`src/rtl/mac_result_fifo.sv`:
```
// mac_result_fifo
// ---------------
// Show-ahead result FIFO between a MAC stage and its downstream consumer.
// Words are stored bit-exact and delivered strictly in arrival order. The
// oldest stored word is always presented on out_data, and out_data is zero
// whenever the FIFO is empty.
//
// Handshake: a transfer happens on a rising edge where valid and ready are
// both high. in_ready and out_valid come only from registered state, so there
// is no combinational path from out_ready to in_ready. There is no
// write-through when full and no bypass when empty: a word written at edge N
// is visible on out_data just after edge N.
//
// Parameters
//   WIDTH  bits per MAC result word (default 18)
//   DEPTH  number of entries; a power of two from 2 to 64 (default 8)
//
// Ports
//   clk        rising-edge clock
//   rst        synchronous active-high reset (clears pointers, count, stall_cnt)
//   in_data    word from the MAC stage
//   in_valid   in_data is valid this cycle
//   in_ready   FIFO can accept a word this cycle (count < DEPTH)
//   out_data   oldest stored word, zero when empty
//   out_valid  out_data holds a stored word (count != 0)
//   out_ready  downstream consumes out_data this cycle
//   count      number of stored words, 0..DEPTH
//   stall_cnt  saturating count of cycles with in_valid=1 and in_ready=0;
//              present only when MAC_FIFO_STALL_CNT_EN is defined
//
// Build option
//   MAC_FIFO_STALL_CNT_EN  adds the stall_cnt port and register.

module mac_result_fifo #(
  parameter int WIDTH = 18,
  parameter int DEPTH = 8
) (
  input  logic                     clk,
  input  logic                     rst,
  input  logic [WIDTH-1:0]         in_data,
  input  logic                     in_valid,
  output logic                     in_ready,
  output logic [WIDTH-1:0]         out_data,
  output logic                     out_valid,
  input  logic                     out_ready,
  output logic [$clog2(DEPTH):0]   count
`ifdef MAC_FIFO_STALL_CNT_EN
  ,
  output logic [15:0]              stall_cnt
`endif
);

  localparam int AW = $clog2(DEPTH);
  localparam logic [AW:0] FULL_CNT = (AW+1)'(DEPTH);

  logic [WIDTH-1:0] mem [DEPTH];
  logic [AW-1:0]    wr_ptr;
  logic [AW-1:0]    rd_ptr;
  logic             wr_en;
  logic             rd_en;

  // count never exceeds DEPTH, so "not full" is the same as count < DEPTH.
  assign in_ready  = (count != FULL_CNT);
  assign out_valid = (count != '0);
  assign wr_en     = in_valid & in_ready;
  assign rd_en     = out_valid & out_ready;

  // Masking keeps stale array contents (never cleared by reset) invisible.
  assign out_data  = out_valid ? mem[rd_ptr] : '0;

  // Storage carries no reset; a write during reset is suppressed so the
  // discarded word cannot leak out later.
  always_ff @(posedge clk) begin
    if (wr_en && !rst) begin
      mem[wr_ptr] <= in_data;
    end
  end

  // Pointers are exactly log2(DEPTH) bits wide, so they wrap modulo DEPTH.
  always_ff @(posedge clk) begin
    if (rst) begin
      wr_ptr <= '0;
      rd_ptr <= '0;
      count  <= '0;
    end else begin
      if (wr_en) begin
        wr_ptr <= wr_ptr + 1'b1;
      end
      if (rd_en) begin
        rd_ptr <= rd_ptr + 1'b1;
      end
      case ({wr_en, rd_en})
        2'b10:   count <= count + 1'b1;
        2'b01:   count <= count - 1'b1;
        default: count <= count;
      endcase
    end
  end

`ifdef MAC_FIFO_STALL_CNT_EN
  always_ff @(posedge clk) begin
    if (rst) begin
      stall_cnt <= '0;
    end else if (in_valid && !in_ready && (stall_cnt != 16'hFFFF)) begin
      stall_cnt <= stall_cnt + 16'd1;
    end
  end
`endif

endmodule

```
`config.mk`:
```
export PLATFORM = sky130hd
export DESIGN_NAME = mac_result_fifo
export DESIGN_NICKNAME = d
export VERILOG_FILES = /design/src/rtl/mac_result_fifo.sv
export SDC_FILE = /design/constraint.sdc
export NUM_CORES = 1
export LEC_CHECK = 0
export BUFFER_PORTS_ARGS = -buffer_cell sky130_fd_sc_hd__buf_4
export CORE_ASPECT_RATIO = 1.2
export CORE_MARGIN = 10
export CORE_UTILIZATION = 34
export CTS_CLUSTER_DIAMETER = 40
export DETAILED_ROUTE_END_ITERATION = 10
export SYNTH_ARGS = -nofsm -noshare
export SYNTH_HDL_FRONTEND = slang
export SYNTH_SLANG_ARGS = --single-unit
```
`constraint.sdc`:
```
create_clock -name clk -period 4 [get_ports clk]
set_clock_uncertainty 0.15 [all_clocks]
set_input_delay 0.6 -clock clk [delete_from_list [all_inputs] [get_ports clk]]
set_output_delay 0.6 -clock clk [all_outputs]
set_load 0.02 [all_outputs]
```
==> out/results.ini, run 1 <==
[outcome]
outcome = complete, no violations

[die]
coreArea_mm2 = 0.0176
start_util_pct = 34.8
boundaryPins = 46
fp.dieH_um = 167
num_rows = 53
dieArea_mm2 = 0.0239
die_x_um = 143

[place]
dp_hpwl_mm = 6.70
place_area_mm2 = 0.00678
place_congestion = 0.666
io_buffers = 45

[yosys]
yosys_warnings = 0
synth.area.top_cells = edfxtp_1 (70%), mux4_2 (13%), dfxtp_1 (4.2%), mux2i_1 (3.4%), nor2_1 (1.8%)
synth.distinct_cells = 34
yosysTopAreaCellShare_pct = 70.4
ys_seq_area_share_pct = 74.6
ys_ff_latch = 157
synth_nets = 332
netlist_area_mm2 = 0.00614
postSynthAreaPerCell_um2 = 20.1
synth_largest_area_cell = edfxtp_1
synth_cells = 305

[clock_network]
hold_buffers = 0
clkSinkCount = 157
htreeDepth = 4
clk_pin_slew_worst_paths_ns = 0.06
root_buffer = clkbuf_16
tritoncts = built
cts_resized = 0
cts.path.max_buffers = 2
insertion_delay_ns = 0.41
postCtsSetupRepairBufs = 0
cts_made_buffers = 17

[sta]
relSlewSlack_pct = 50.8
post-route-min-period_ns = 3.12
tns_ns = 0
rsz0062_at_grt = no
setup_viol = 0
hold_slack_ns = 0.265
finalHoldViolations = 0
worstMarginPinSlew_ns = 0.739
slew_viol_final = 0
fin_crit_sh_pct = 77.9
max_freq_mhz = 321

[setup_path]
crit_required_ns = 3.25
cp_common_cell = buf_4
cp_cell_sequence = buf_4, mux4_2, mux2i_1, nor2_1, buf_4
critical-path-max-stage-delay_ns = 0.59
cp_slowest_cell = buf_4
r2r-end = count[2]
critPathArrivalTime_ns = 2.37
worstRegToRegCells = 11
critical-path-top-delay-family = multiplexers
crit_type = flip-flop to output pin
cp_max_fo = 36
start_kind = flip-flop
critical_path.endpoint_type = output pin
regToRegStartpoint = count[0]
regToRegSetupSlack_ns = 1.19
crit_buf_inv = 2

[grt]
met1_usage_pct = 12.9
track_usage_pct = 10.3
grt_pass1_vias = 3173
busiest_layer = met2
grtUsageMet2_pct = 16.1
grt_start_max_net_pins = 37
antenna_found_initial = 0
grt_pass1_wl_mm = 18.3
grt_use_met3_pct = 3.20
grt-ovfl-total = 0

[pwr]
power_leakage_nw = 2.41
swShare_pct = 28.0
ir_drop_v = 0.000391
pwr-share-seq_pct = 41.0
comb_power_share_pct = 25.2
powerDensity_mw_per_mm2 = 632
p_total_w = 0.00465
p_int_w = 0.00335
clock_power_share_pct = 33.8
switchingPower_w = 0.00130

[min_path]
hold_depth = 1
worstHoldStart = in_data[0]
hold_path_class = input pin to flip-flop
whs_endpoint = mem[4][0]

[final_layout]
area_delta_synth_final_pct = 19.7
n_fill_cell = 1563
post_route_cells_drive_above_1_share_pct = 35.4
fin_nets = 392
fin_area_mm2 = 0.00736
final_util_pct = 41.7
antenna_cells = 0

[drt]
drc = 0
drtAntennaViolNets = 0
vias_per_cell = 4.94
wl_per_cell_um = 19.7
wl_mm = 11.8
num_vias = 2957
drt_iter0_markers = 217
first_pass_iters = 4

[flow_run]
drv_cap = 0

routing by layer:
| layer | wire, µm | up-vias |
|---|---|---|
| met5 | 0 | - |
| met4 | 152 | 0 |
| met3 | 628 | 14 |
| met2 | 5830 | 74 |
| met1 | 5160 | 1526 |
| li1 | - | 1343 |
power groups by stage:
| stage | Sequential, W | Clock (W) | Combinational [W] |
|---|---|---|---|
| 2_1_floorplan | 0.00194 | 0 | 0.000791 |
| 3_3_place_gp | 0.00194 | 0 | 0.00118 |
| 3_5_place_dp | 0.00194 | 0 | 0.00121 |
| 4_1_cts | 0.00191 | 0.00161 | 0.00121 |
| 5_1_grt | 0.00191 | 0.00168 | 0.00128 |
| 6_report | 0.00191 | 0.00157 | 0.00117 |
cells by family after synthesis:
kind of cell             synth area share (%)
flip-flops                               74.6
AND/OR/NAND/NOR                          4.64
XOR/XNOR                                0.835
adder cells (fa/ha/maj)                  1.02
buffers and inverters                    1.57
multiplexers                             16.6
AO/OA/AOI/OAI                           0.713
synth_stat cells:
master,count
nand4b_1,1
or3_1,1
buf_1,3
dfxtp_1,13
xnor2_2,1
or4b_1,1
nor4b_1,1
nor3_1,4
edfxtp_1,144
nor2b_1,1
buf_6,2
a211o_1,1
nand2_2,1
clkbuf_2,1
mux4_2,36
o21ai_0,2
nand2b_1,1
or2_2,2
a21oi_1,4
nor4_4,1
nor4bb_1,1
clkbuf_1,3
nand3b_1,1
mux2i_1,21
o21ai_1,1
buf_4,3
buf_2,4
nand2_1,4
inv_2,1
ha_1,5
nor2_1,30
xor2_1,4
nand3_1,5
and2_4,1
final cells by class:
| cell class | instances | area (µm²) | share of cell area, % |
|---|---|---|---|
| Multi-Input combinational cell | 131 | 1480 | 20.2 |
| Sequential cell | 157 | 4590 | 62.3 |
| Clock buffer | 18 | 429 | 5.83 |
| Tap cell | 220 | 275 | 3.74 |
| Timing Repair Buffer | 57 | 428 | 5.82 |
| Inverter | 1 | 3.75 | 0.0510 |
| Clock inverter | 14 | 151 | 2.06 |
worst max path at each step:
stage                     startpoint  cells past startpoint           to
after floorplan             count[0]                      5    mem[0][0]
after global placement     flip-flop                      5  out_data[3]
after detailed placement    count[0]                     11     count[2]
after CTS                  flip-flop                      5  out_data[6]
after global routing       flip-flop                      5  out_data[3]
final                      flip-flop                      5  out_data[6]
state kept, by name, indices dropped and copies added, names as in the netlist, named ones only:
signal,flops
wr_ptr,3
count,4
mem,144
rd_ptr,3
metrics by stage:
| stage | setup WS (ns) | instances |
|---|---|---|
| 4_1_cts | 0.807 | 598 |
| 3_5_place_dp | 1.20 | 566 |
| 6_report | 0.885 | 598 |
| 2_1_floorplan | 0.833 | 305 |
| 3_3_place_gp | 1.25 | 566 |
| 5_1_grt | 0.693 | 598 |
cell usage in the layout (no fill, tap or decap), types with 2 or more instances in the layout:
master	netlist	layout
a21oi_1	4	4
buf_4	3	57
bufinv_16	0	3
clkbuf_16	0	17
clkinv_1	0	2
clkinv_2	0	6
clkinvlp_4	0	2
dfxtp_1	13	12
edfxtp_1	144	144
ha_1	5	5
mux2i_1	21	21
mux4_2	36	36
nand2_1	4	4
nand3_1	5	5
nor2_1	30	30
nor3_2	0	4
o21ai_0	2	2
or2_2	2	2
xor2_1	4	4
worst reg2reg max path, cell delays in order, from the launching register on:
cell	delay, ns
dfxtp_1	0.39
nor4_4	0.28
buf_4	0.33
inv_2	0.09
and2_4	0.19
ha_1	0.26
xor2_1	0.18
ha_1	0.19
a21oi_1	0.14
xor2_1	0.10
or3_1	0.31
a21oi_1	0.13
Note: power is estimated with default switching activity, not from simulation.
==> inputs of run 2 (changes only) <==
==> constraint.sdc (replaced) <==
create_clock -name clk -period 3.1 [get_ports clk]
set_clock_uncertainty 0.15 [all_clocks]
set_input_delay 0.465 -clock clk [delete_from_list [all_inputs] [get_ports clk]]
set_output_delay 0.465 -clock clk [all_outputs]
set_load 0.02 [all_outputs]
==> run 2 against run 1 <==
Largest power group unchanged. Largest cell class unchanged. Core utilization fell by 0.18 points. Critical endpoint is now count[2]. Via count rose by 0.54%. Worst hold slack got worse by 0.13 ns. Sequential share of layout area rose by 0.28 points. Critical path depth rose by 4.
==> out/results.ini, run 2 (synthesized netlist as in run 1, its figures left out) <==
[clock_network]
root_buffer = clkbuf_16
clk_pin_slew_worst_paths_ns = 0.06
htreeDepth = 4
hold_buffers = 0
cts_resized = 0
clkSinkCount = 157
insertion_delay_ns = 0.41
postCtsSetupRepairBufs = 0
tritoncts = built
cts_made_buffers = 17
cts.path.max_buffers = 2

[drt]
first_pass_iters = 4
wl_mm = 11.9
vias_per_cell = 4.99
drc = 0
drtAntennaViolNets = 0
num_vias = 2973
wl_per_cell_um = 20.0
drt_iter0_markers = 226

[final_layout]
largest_register_ff_count = 144
post_route_cells_drive_above_1_share_pct = 34.0
finalNonFillerCells = 596
area_delta_synth_final_pct = 19.2
top_register = mem
reg_top3 = mem: 144 flops, count: 4 flops
mostFrequentLayoutCells = edfxtp_1 (144), buf_4 (56), mux4_2 (36), nor2_1 (30), mux2i_1 (21)
mostFrequentLayoutCell = edfxtp_1
antenna_cells = 0
fin_nets = 392
final_util_pct = 41.5

[die]
dieArea_mm2 = 0.0239
coreArea_mm2 = 0.0176
fp.dieH_um = 167
boundaryPins = 46
start_util_pct = 34.8
die_x_um = 143
num_rows = 53

[setup_path]
crit_required_ns = 3.29
critical_path.endpoint_type = flip-flop
worstRegToRegCells = 9
cp_max_fo = 9
start_kind = flip-flop
crit_type = flip-flop to flip-flop
critPathArrivalTime_ns = 2.86

[sta]
slew_viol_final = 0
post-route-min-period_ns = 2.67
setup_viol = 0
finalHoldViolations = 0
worstMarginPinSlew_ns = 0.552
relSlewSlack_pct = 63.2
fin_crit_sh_pct = 86.0
max_freq_mhz = 375
tns_ns = 0
rsz0062_at_grt = no

[pwr]
powerDensity_mw_per_mm2 = 802
p_total_w = 0.00587
ir_drop_v = 0.000457
power_leakage_nw = 2.39

[grt]
track_usage_pct = 10.5
grt-ovfl-total = 0
grt_start_max_net_pins = 37
antenna_found_initial = 0
grt_pass1_vias = 3297
grt_pass1_wl_mm = 18.7

[place]
dp_hpwl_mm = 7.05
placed_cells = 566
io_buffers = 45
place_congestion = 0.724

[min_path]
hold_path_class = input pin to flip-flop
hold_depth = 1

[flow_run]
drv_cap = 0

[outcome]
outcome = complete, no violations

## run 2: cell types whose count changed in the layout (fill, tap and decap cells not counted), sizes merged
| cell | change |
|---|---|
| clkbuf | +1 |
| bufinv | -1 |
| clkinvlp | -2 |
## run 2: worst max-delay path, stage by stage, from the launching register on
cell and delay, ns:
dfxtp_1 0.41, or4b_1 0.64, nand2_2 0.15, ha_1 0.28
xor2_1 0.17, ha_1 0.15, a21oi_1 0.04, xor2_1 0.16
or3_1 0.31, a21oi_1 0.14
## run 2: metal layers
layer | part of all wire (%) | routed length [µm] | global-route usage, %
met5 | 0 | 0 | 0
met4 | 1.3 | 156 | 4.36
met3 | 5.4 | 642 | 3.62
met2 | 53 | 6320 | 17.7
met1 | 40 | 4830 | 11.8
## run 2: cell type report
| cell class | instances | area [µm²] |
|---|---|---|
| Clock buffer | 19 | 433 |
| Clock inverter | 11 | 103 |
| Fill cell | 1554 | 10300 |
| Inverter | 1 | 3.75 |
| Multi-Input combinational cell | 131 | 1480 |
| Sequential cell | 157 | 4590 |
| Tap cell | 220 | 275 |
| Timing Repair Buffer | 57 | 440 |
## run 2: worst paths after layout
| kind | from | end | slack [ns] |
|---|---|---|---|
| max | count[1] | count[2] | 0.43 |
| min | in_data[0] | mem[5][0] | 0.14 |
| max reg2reg | count[1] | count[2] | 0.43 |
| min reg2reg | wr_ptr[0] | wr_ptr[0] | 0.34 |
## run 2: through the flow
stage	hold slack (ns)	cell area (µm²)	setup WS, ns
final	0.136	7320	0.433
after global routing	0.120	7320	0.217
after CTS	0.118	7320	0.388
after detailed placement	0.330	6790	0.438
after global placement	0.332	6790	0.512
after floorplan	0.312	6140	-0.0675
## run 2: where the power goes
group          total (W)  switching (W)  internal, W
registers        0.00246      0.0000666      0.00239
clock network    0.00188       0.000725      0.00116
logic            0.00153       0.000838     0.000692
